--- config.mk ---
export PLATFORM = sky130hd
export DESIGN_NAME = divider_restoring_flat
export DESIGN_NICKNAME = d
export VERILOG_FILES = /design/src/rtl/divider_pkg.sv /design/src/rtl/divider_restoring_if.sv /design/src/rtl/divider_step.sv /design/src/rtl/divider_restoring.sv /design/src/flat_wrapper.sv
export SDC_FILE = /design/constraint.sdc
export NUM_CORES = 1
export LEC_CHECK = 0
export BUFFER_PORTS_ARGS = -buffer_cell sky130_fd_sc_hd__buf_4
export CAP_MARGIN = 20
export CORE_MARGIN = 2
export CORE_UTILIZATION = 50
export DETAILED_ROUTE_END_ITERATION = 8
export GPL_TIMING_DRIVEN = 0
export PLACE_DENSITY = 0.72
export SYNTH_ARGS = -nofsm -noshare
export SYNTH_HDL_FRONTEND = slang
export SYNTH_SLANG_ARGS = --single-unit
--- constraint.sdc ---
create_clock -name Clk -period 8.6 [get_ports Clk]
set_input_delay 0.86 -clock Clk [delete_from_list [all_inputs] [get_ports Clk]]
set_output_delay 0.86 -clock Clk [all_outputs]
set_load 0.005 [all_outputs]
--- src/rtl/divider_pkg.sv ---
// Shared types for the restoring divider: one-hot state encoding
// and the iteration-counter sizing helper.
package divider_pkg;

  localparam int IDX_I = 0;
  localparam int IDX_C = 1;
  localparam int IDX_D = 2;

  typedef enum logic [2:0] {
    INITIAL = 3'b001,
    COMPUTE = 3'b010,
    DONE_S  = 3'b100
  } state_t;

  function automatic int cnt_width(input int n);
    return $clog2(n + 1);
  endfunction

endpackage

--- src/rtl/divider_restoring_if.sv ---
// Request/result bundle between a divider user and the divider.
// The master drives operands, Start and Ack; the slave returns results.
interface divider_restoring_if #(
  parameter int WIDTH = 8
);

  logic [WIDTH-1:0] Xin;
  logic [WIDTH-1:0] Yin;
  logic             Start;
  logic             Ack;
  logic             Done;
  logic             DivByZero;
  logic [WIDTH-1:0] Quotient;
  logic [WIDTH-1:0] Remainder;
  logic             Qi;
  logic             Qc;
  logic             Qd;

  modport master (
    output Xin, Yin, Start, Ack,
    input  Done, DivByZero, Quotient, Remainder,
    input  Qi, Qc, Qd
  );

  modport slave (
    input  Xin, Yin, Start, Ack,
    output Done, DivByZero, Quotient, Remainder,
    output Qi, Qc, Qd
  );

endinterface

--- src/rtl/divider_step.sv ---
// One restoring division step: shift in a dividend bit, then
// subtract the divisor when the widened remainder allows it.
module divider_step #(
  parameter int WIDTH = 8
) (
  input  logic [WIDTH-1:0] rem_in,
  input  logic             dividend_bit,
  input  logic [WIDTH-1:0] divisor,
  output logic [WIDTH-1:0] rem_out,
  output logic             quo_bit
);

  logic [WIDTH:0]   trial;
  logic [WIDTH-1:0] diff;

  assign trial = {rem_in, dividend_bit};
  // Result is below divisor, so modular low bits are exact
  assign diff = trial[WIDTH-1:0] - divisor;
  assign quo_bit = (trial >= {1'b0, divisor});
  assign rem_out = quo_bit ? diff : trial[WIDTH-1:0];

endmodule

--- src/rtl/divider_restoring.sv ---
// Multi-bit-per-cycle restoring divider with one-hot control FSM,
// divide-by-zero shortcut and Done/Ack result handshake.
module divider_restoring
  import divider_pkg::*;
#(
  parameter int WIDTH          = 8,
  parameter int BITS_PER_CYCLE = 2
) (
  input logic          Clk,
  input logic          Reset_n,
  divider_restoring_if.slave bus
);

  localparam int B  = BITS_PER_CYCLE;
  localparam int N  = WIDTH / B;
  localparam int CW = cnt_width(N);

  if (WIDTH < 4 || WIDTH > 32 || B < 1 || (WIDTH % B) != 0) begin : g_bad
    $error("divider_restoring: illegal WIDTH/BITS_PER_CYCLE");
  end

  state_t           state;
  state_t           state_n;
  logic [WIDTH-1:0] x_q;
  logic [WIDTH-1:0] y_q;
  logic [WIDTH-1:0] quo_q;
  logic [WIDTH-1:0] rem_q;
  logic [CW-1:0]    cnt_q;
  logic             dz_q;
  logic             last;
  logic             y_zero;

  logic [WIDTH-1:0] rem_c [B+1];
  logic [B-1:0]     qb;
  logic [WIDTH-1:0] quo_n;

  assign rem_c[0] = rem_q;

  for (genvar i = 0; i < B; i++) begin : g_step
    divider_step #(.WIDTH(WIDTH)) u_step (
      .rem_in       (rem_c[i]),
      .dividend_bit (x_q[WIDTH-1-i]),
      .divisor      (y_q),
      .rem_out      (rem_c[i+1]),
      .quo_bit      (qb[B-1-i])
    );
  end

  if (B == WIDTH) begin : g_qfull
    assign quo_n = qb;
  end else begin : g_qshift
    assign quo_n = {quo_q[WIDTH-B-1:0], qb};
  end

  assign last   = (cnt_q == CW'(N - 1));
  assign y_zero = (bus.Yin == '0);

  always_comb begin
    state_n = state;
    unique case (1'b1)
      state[IDX_I]: begin
        if (bus.Start) state_n = y_zero ? DONE_S : COMPUTE;
      end
      state[IDX_C]: begin
        if (last) state_n = DONE_S;
      end
      state[IDX_D]: begin
        if (bus.Ack) state_n = INITIAL;
      end
      default: state_n = INITIAL;
    endcase
  end

  always_ff @(posedge Clk or negedge Reset_n) begin
    if (!Reset_n) begin
      state <= INITIAL;
      x_q   <= '0;
      y_q   <= '0;
      quo_q <= '0;
      rem_q <= '0;
      cnt_q <= '0;
      dz_q  <= 1'b0;
    end else begin
      state <= state_n;
      unique case (1'b1)
        state[IDX_I]: begin
          if (bus.Start) begin
            x_q   <= bus.Xin;
            y_q   <= bus.Yin;
            cnt_q <= '0;
            dz_q  <= y_zero;
            quo_q <= y_zero ? '1 : '0;
            rem_q <= y_zero ? bus.Xin : '0;
          end
        end
        state[IDX_C]: begin
          x_q   <= x_q << B;
          rem_q <= rem_c[B];
          quo_q <= quo_n;
          cnt_q <= cnt_q + 1'b1;
        end
        default: begin
        end
      endcase
    end
  end

  assign bus.Done      = state[IDX_D];
  assign bus.Qi        = state[IDX_I];
  assign bus.Qc        = state[IDX_C];
  assign bus.Qd        = state[IDX_D];
  assign bus.DivByZero = dz_q;
  assign bus.Quotient  = quo_q;
  assign bus.Remainder = rem_q;

endmodule

--- src/flat_wrapper.sv ---
// flat-port wrapper written by rule: the top's interface ports become plain ports
module divider_restoring_flat import divider_pkg::*;
#(
  parameter int WIDTH          = 8,
  parameter int BITS_PER_CYCLE = 2
)
  (Clk, Reset_n, bus_Xin, bus_Yin, bus_Start, bus_Ack, bus_Done, bus_DivByZero, bus_Quotient, bus_Remainder, bus_Qi, bus_Qc, bus_Qd);
  divider_restoring_if #(.WIDTH(WIDTH)) bus_i ();
  input logic Clk;
  input logic Reset_n;
  input wire logic [$bits(bus_i.Xin)-1:0] bus_Xin;
  input wire logic [$bits(bus_i.Yin)-1:0] bus_Yin;
  input wire logic [$bits(bus_i.Start)-1:0] bus_Start;
  input wire logic [$bits(bus_i.Ack)-1:0] bus_Ack;
  output wire logic [$bits(bus_i.Done)-1:0] bus_Done;
  output wire logic [$bits(bus_i.DivByZero)-1:0] bus_DivByZero;
  output wire logic [$bits(bus_i.Quotient)-1:0] bus_Quotient;
  output wire logic [$bits(bus_i.Remainder)-1:0] bus_Remainder;
  output wire logic [$bits(bus_i.Qi)-1:0] bus_Qi;
  output wire logic [$bits(bus_i.Qc)-1:0] bus_Qc;
  output wire logic [$bits(bus_i.Qd)-1:0] bus_Qd;
  assign bus_i.Xin = bus_Xin;
  assign bus_i.Yin = bus_Yin;
  assign bus_i.Start = bus_Start;
  assign bus_i.Ack = bus_Ack;
  assign bus_Done = bus_i.Done;
  assign bus_DivByZero = bus_i.DivByZero;
  assign bus_Quotient = bus_i.Quotient;
  assign bus_Remainder = bus_i.Remainder;
  assign bus_Qi = bus_i.Qi;
  assign bus_Qc = bus_i.Qc;
  assign bus_Qd = bus_i.Qd;
  divider_restoring #(.WIDTH(WIDTH), .BITS_PER_CYCLE(BITS_PER_CYCLE)) u_core (.Clk(Clk), .Reset_n(Reset_n), .bus(bus_i));
endmodule
* Yosys cells after proc, flatten, opt, wreduce, memory -nomap -nowiden
Index checks and enable logic that the tools add are counted.
** Storage, ports and cells
- Input bits :: 20
- Register bits :: 39
** Cells by class
- Reductions and logical operators :: 4
- Mux-type cells :: 17
- Order comparisons :: 2
- Add/sub/neg operators :: 3
- Equal/unequal tests :: 2
** Operator list (number)
- 2-to-1 mux 8 bit :: 7
- one-hot mux 8 bit (2 select lines) :: 3
- >= comparator 9 x 8 -> 1 bit :: 2
- subtractor 8 bit :: 2
- 2-to-1 mux 3 bit :: 5
- one-hot mux 3 bit (3 select lines) :: 1
- zero test 8 bit :: 1
- one-hot mux 3 bit (2 select lines) :: 1
- AND reduction 2 bit :: 2
- adder 3 x 1 -> 3 bit, second input constant :: 1
- equality test 3 x 2 -> 1 bit, second input constant :: 1
- inequality test 2 bit, second input constant :: 1
- nonzero test 2 bit :: 1

* Logic depth before layout (Yosys ltp)
- Depth after elaboration :: 5
- Mapped depth :: 16
- Depth with buffers taken out :: 15

* Modules after synthesis
Synthesis repeated with hierarchy kept, for this count alone.
** Unflattened totals
- Cells, all modules :: 304
- Area total of the unflattened synthesis :: 2881.5 µm²
** Modules (own cells, without submodules)
- divider_restoring :: area an instance 1840.5 µm², cells each 166, instances 1
- divider_step :: area an instance 520.5 µm², cells each 69, instances 2

* Least setup slack after synthesis
Ideal clock, no wire load.
- Path type :: reg2reg
- From :: register u_core.rem_q[5], in the netlist u_core.bus.Remainder[5]
- To :: register u_core.rem_q[0], in the netlist u_core.bus.Remainder[0]
- Period minus slack after synthesis :: 3.294 ns
- Arrival :: 3.214 ns
- Buffers on the path :: 2
- Cell stages (with the launch flop) :: 14
- Setup time :: 0.080 ns
- Setup slack :: 5.306 ns
- Cells stage by stage :: dfrtp_1 > ha_1 > a21oi_4 > o221ai_2 > a21oi_4 > clkbuf_1 > o21ai_0 > ha_1 > a21o_1 > o2111ai_1 > nand4b_4 > buf_8 > mux2_4 > o22ai_2
** On the way
- Cells in the longest elaborated chain, start to end :: 5
- Elaborated cells on any way between the ends :: 6
** RTL lines
- from (decl) :: line divider_restoring.sv:27 : logic [WIDTH-1:0] rem_q;
- from (signal assigned) :: line divider_restoring.sv:93 : rem_q <= y_zero ? bus.Xin : '0;
- from (signal assigned) :: line divider_restoring.sv:98 : rem_q <= rem_c[B];
- subtractor 8 bit or >= comparator 9 x 8 -> 1 bit (tied branches) :: line divider_step.sv:18, divider_step.sv:19
- 2-to-1 mux 8 bit (*) :: line divider_step.sv:20 : assign rem_out = quo_bit ? diff : trial[WIDTH-1:0];
- >= comparator 9 x 8 -> 1 bit (*) :: line divider_step.sv:19 : assign quo_bit = (trial >= {1'b0, divisor});
- 2-to-1 mux 8 bit (*) :: line divider_step.sv:20
- one-hot mux 8 bit (2 select lines) (*) :: line divider_restoring.sv:85 : unique case (1'b1)
Every way passes the cells marked *; elsewhere a longest branch is shown, timed or not.
A chain may end at the register's enable or synchronous reset.

* Final worst setup path
Same ends and word-level chain as after synthesis.

==> key figures <==
Status
  • Outcome: complete, no violations

STA
  • Unrepaired setup endpoints after global routing: false
  • Worst-Margin Slew: 0.651 ns
  • Crit share post-route: 43.5%
  • Max-slew violations: 0
  • TNS Setup: 0 ns
  • Final setup viols: 0
  • Hold slack: 0.489 ns
  • Fmax: 267 MHz
  • Worst rel slew slack: 56.6%
  • Clock Skew: 0.0108 ns
  • Minimum clock period: 3.74 ns
  • Final Hold Viols: 0

Synthesis
  • Yosys warns: 0
  • Area contributors post-synth: dfrtp_1 (35%), ha_1 (8.4%), a21oi_1 (7.5%)
  • Synth Area per Inst: 9.34 µm²
  • Mapped Cells: 287
  • Netlist cell types: 53
  • Ys flop type: dfrtp_1
  • Synthesized area: 2680 µm²
  • Post-synth top area cell: dfrtp_1
  • Syn_nets: 327
  • Register area share after synthesis: 36.5%
  • Yosys top cell area share: 35.5%
  • Async set-reset flop share out of synthesis: 100%
  • Synthesis-stage register bit count: 39
  • Post-synth EDFFs: 0

Clock network
  • Total CTS buffers: 5
  • CTS tree: built
  • Max clock buf depth: 2
  • H-tree depth: 2
  • Root Buffer Master: clkbuf_8
  • Post-CTS resize count: 0
  • Clk_lat worst skew: 0.30 ns
  • Setup Buffers After CTS: 0
  • Hold-fix buffers, CTS: 0
  • Number of clock sinks: 39
  • Clk slew on worst S/H paths: 0.09 ns

Place
  • Number of port buffers: 39
  • Final Wtd Congestion: 0.806
  • DP HPWL: 4810 µm

Floorplan
  • Initial Util: 52.1%
  • Die area: 5960 µm²
  • IO Count: 41
  • Core Area: 5140 µm²
  • DIE WIDTH: 77.2 µm
  • Die height: 77.2 µm
  • Row Count: 26

Global route
  • Total track usage: 21.9%
  • Number of global-route vias before repair: 2196
  • First-pass GRT wire length: 10600 µm
  • Largest net degree at the start of global routing: 40
  • Overflow after GRT: 0
  • Initial antenna violation count: 0

Finish
  • Most frequent cells in the layout: a21oi_1 (40), buf_4 (40), dfrtp_1 (38), nor2_1 (29)
  • ANT cells: 0
  • Layout cell share with drive strength beyond 1: 22.5%
  • Area of the multi-input gates: 1580 µm²
  • Sequential cell area: 977 µm²
  • Area Growth Syn to Fin: 17.8%
  • # fillers: 497
  • Final nets: 373

Worst hold path
  • Min-delay src: u_core.bus.DivByZero$_DFFE_PN0P_
  • Hold endpoint: u_core.bus.DivByZero$_DFFE_PN0P_
  • Hold Path Depth: 1
  • Hold Path Class: reg2reg

Setup path
  • Reg2reg path depth: 15
  • Critical path class: reg2reg
  • Worst reg2reg startpoint: u_core.bus.Remainder[5]$_DFFE_PN0P_
  • Worst Path Arrival: 3.96 ns
  • R2R Setup Slk: 4.86 ns
  • Worst endpoint required time: 8.82 ns
  • CP Launch Type: flip-flop
  • Reg-to-reg endpoint: u_core.bus.Remainder[0]$_DFFE_PN0P_
  • Crit Path Max Fanout: 10
  • CP Capture Type: flip-flop

Route
  • 1st-pass router iterations: 4
  • DR WL/cell: 15.3 µm
  • Post-route ant nets: 0
  • DR vias/cell: 5.57
  • Drt drc: 0
  • Final wirelength: 6190 µm
  • DR iter-0 viols: 132
  • Routed via count: 2252

Job
  • Max Cap Viol: 0
metrics by stage:
stage | utilization [%] | cell area (µm²) | std cells | setup WS, ns
after floorplan | - | 2680 | 287 | 5.31
after global placement | 59.5 | 3060 | 396 | 4.90
after detailed placement | 59.5 | 3060 | 396 | 4.89
after CTS | 61.4 | 3160 | 404 | 4.86
after global routing | 61.4 | 3160 | 404 | 4.49
final | 61.4 | 3160 | 404 | 4.86
registers in the layout, summed over array words and instances (netlist names):
signal,cells
u_core.bus.DivByZero,1
u_core.state,3
u_core.x_q,8
u_core.cnt_q,3
u_core.bus.Remainder,8
u_core.bus.Quotient,8
u_core.y_q,8
logic make-up (layout without fill, tap and decap cells):
kind of cell | count (synthesis) | in the layout | share of synthesized area (%)
xor+xnor | 11 | 11 | 3.60
mux | 27 | 27 | 10.8
simple gates | 64 | 64 | 11.9
buf+inv | 29 | 76 | 4.67
flops | 39 | 39 | 36.5
fa+ha+maj | 20 | 20 | 9.90
compound gates | 97 | 97 | 22.7
routing by layer:
layer / up-vias / track usage (%) / share of wire, %
met1: 1066 / 32.0 / 49
met4: 0 / 3.39 / 0.55
met5: - / 0 / 0
met3: 5 / 3.29 / 4.8
met2: 51 / 34.9 / 45
li1: 1130 / - / -
how the worst max path moves through the flow:
stage                                             start                                   to  slack (ns)  depth (start not counted)
floorplan           u_core.bus.Remainder[5]$_DFFE_PN0P_  u_core.bus.Remainder[0]$_DFFE_PN0P_        5.31                         13
global placement    u_core.bus.Remainder[3]$_DFFE_PN0P_  u_core.bus.Remainder[0]$_DFFE_PN0P_        4.90                         13
detailed placement  u_core.bus.Remainder[3]$_DFFE_PN0P_  u_core.bus.Remainder[0]$_DFFE_PN0P_        4.89                         15
CTS                 u_core.bus.Remainder[3]$_DFFE_PN0P_  u_core.bus.Remainder[0]$_DFFE_PN0P_        4.86                         15
global route        u_core.bus.Remainder[1]$_DFFE_PN0P_  u_core.bus.Remainder[0]$_DFFE_PN0P_        4.49                         15
finish              u_core.bus.Remainder[5]$_DFFE_PN0P_  u_core.bus.Remainder[0]$_DFFE_PN0P_        4.86                         15
worst max-delay path, stage by stage (launching register included):
cell	delay, ns
dfrtp_1	0.45
ha_1	0.43
a21oi_4	0.19
o221ai_2	0.13
a21oi_4	0.22
clkbuf_1	0.35
nand2_1	0.09
o21ai_0	0.19
ha_1	0.33
o211ai_1	0.11
a21oi_1	0.12
o2111ai_1	0.32
nand4b_4	0.14
buf_8	0.17
mux2_4	0.30
o22ai_2	0.13
synthesized netlist by cell type, types with 2 or more instances:
master,number
mux2i_1,15
a22o_1,3
a21o_1,4
mux2_2,11
nor3_1,2
dfrtp_1,38
o21ai_1,7
o21ai_0,18
xor2_1,2
a21oi_1,40
and3_1,4
nor2_1,29
o22ai_1,4
nand2_1,14
xnor2_1,9
nand2b_1,2
fa_1,2
clkbuf_1,11
ha_1,18
nor2b_1,5
a31o_2,2
or4_1,2
inv_1,14
a21oi_4,2
final cells by class:
| cell class | count | area share (%) |
|---|---|---|
| flip-flops and latches | 39 | 31.0 |
| clock buffers | 6 | 2.62 |
| inverters | 15 | 1.78 |
| plain buffers | 14 | 2.18 |
| clock inverters | 2 | 0.436 |
| multi-input cells | 219 | 50.0 |
| repair buffers | 39 | 9.27 |
| well taps | 70 | 2.77 |
Power is left out: the tool's default activity adds up to more than one toggle a clock period on the data nets, which glitch-free logic cannot reach.
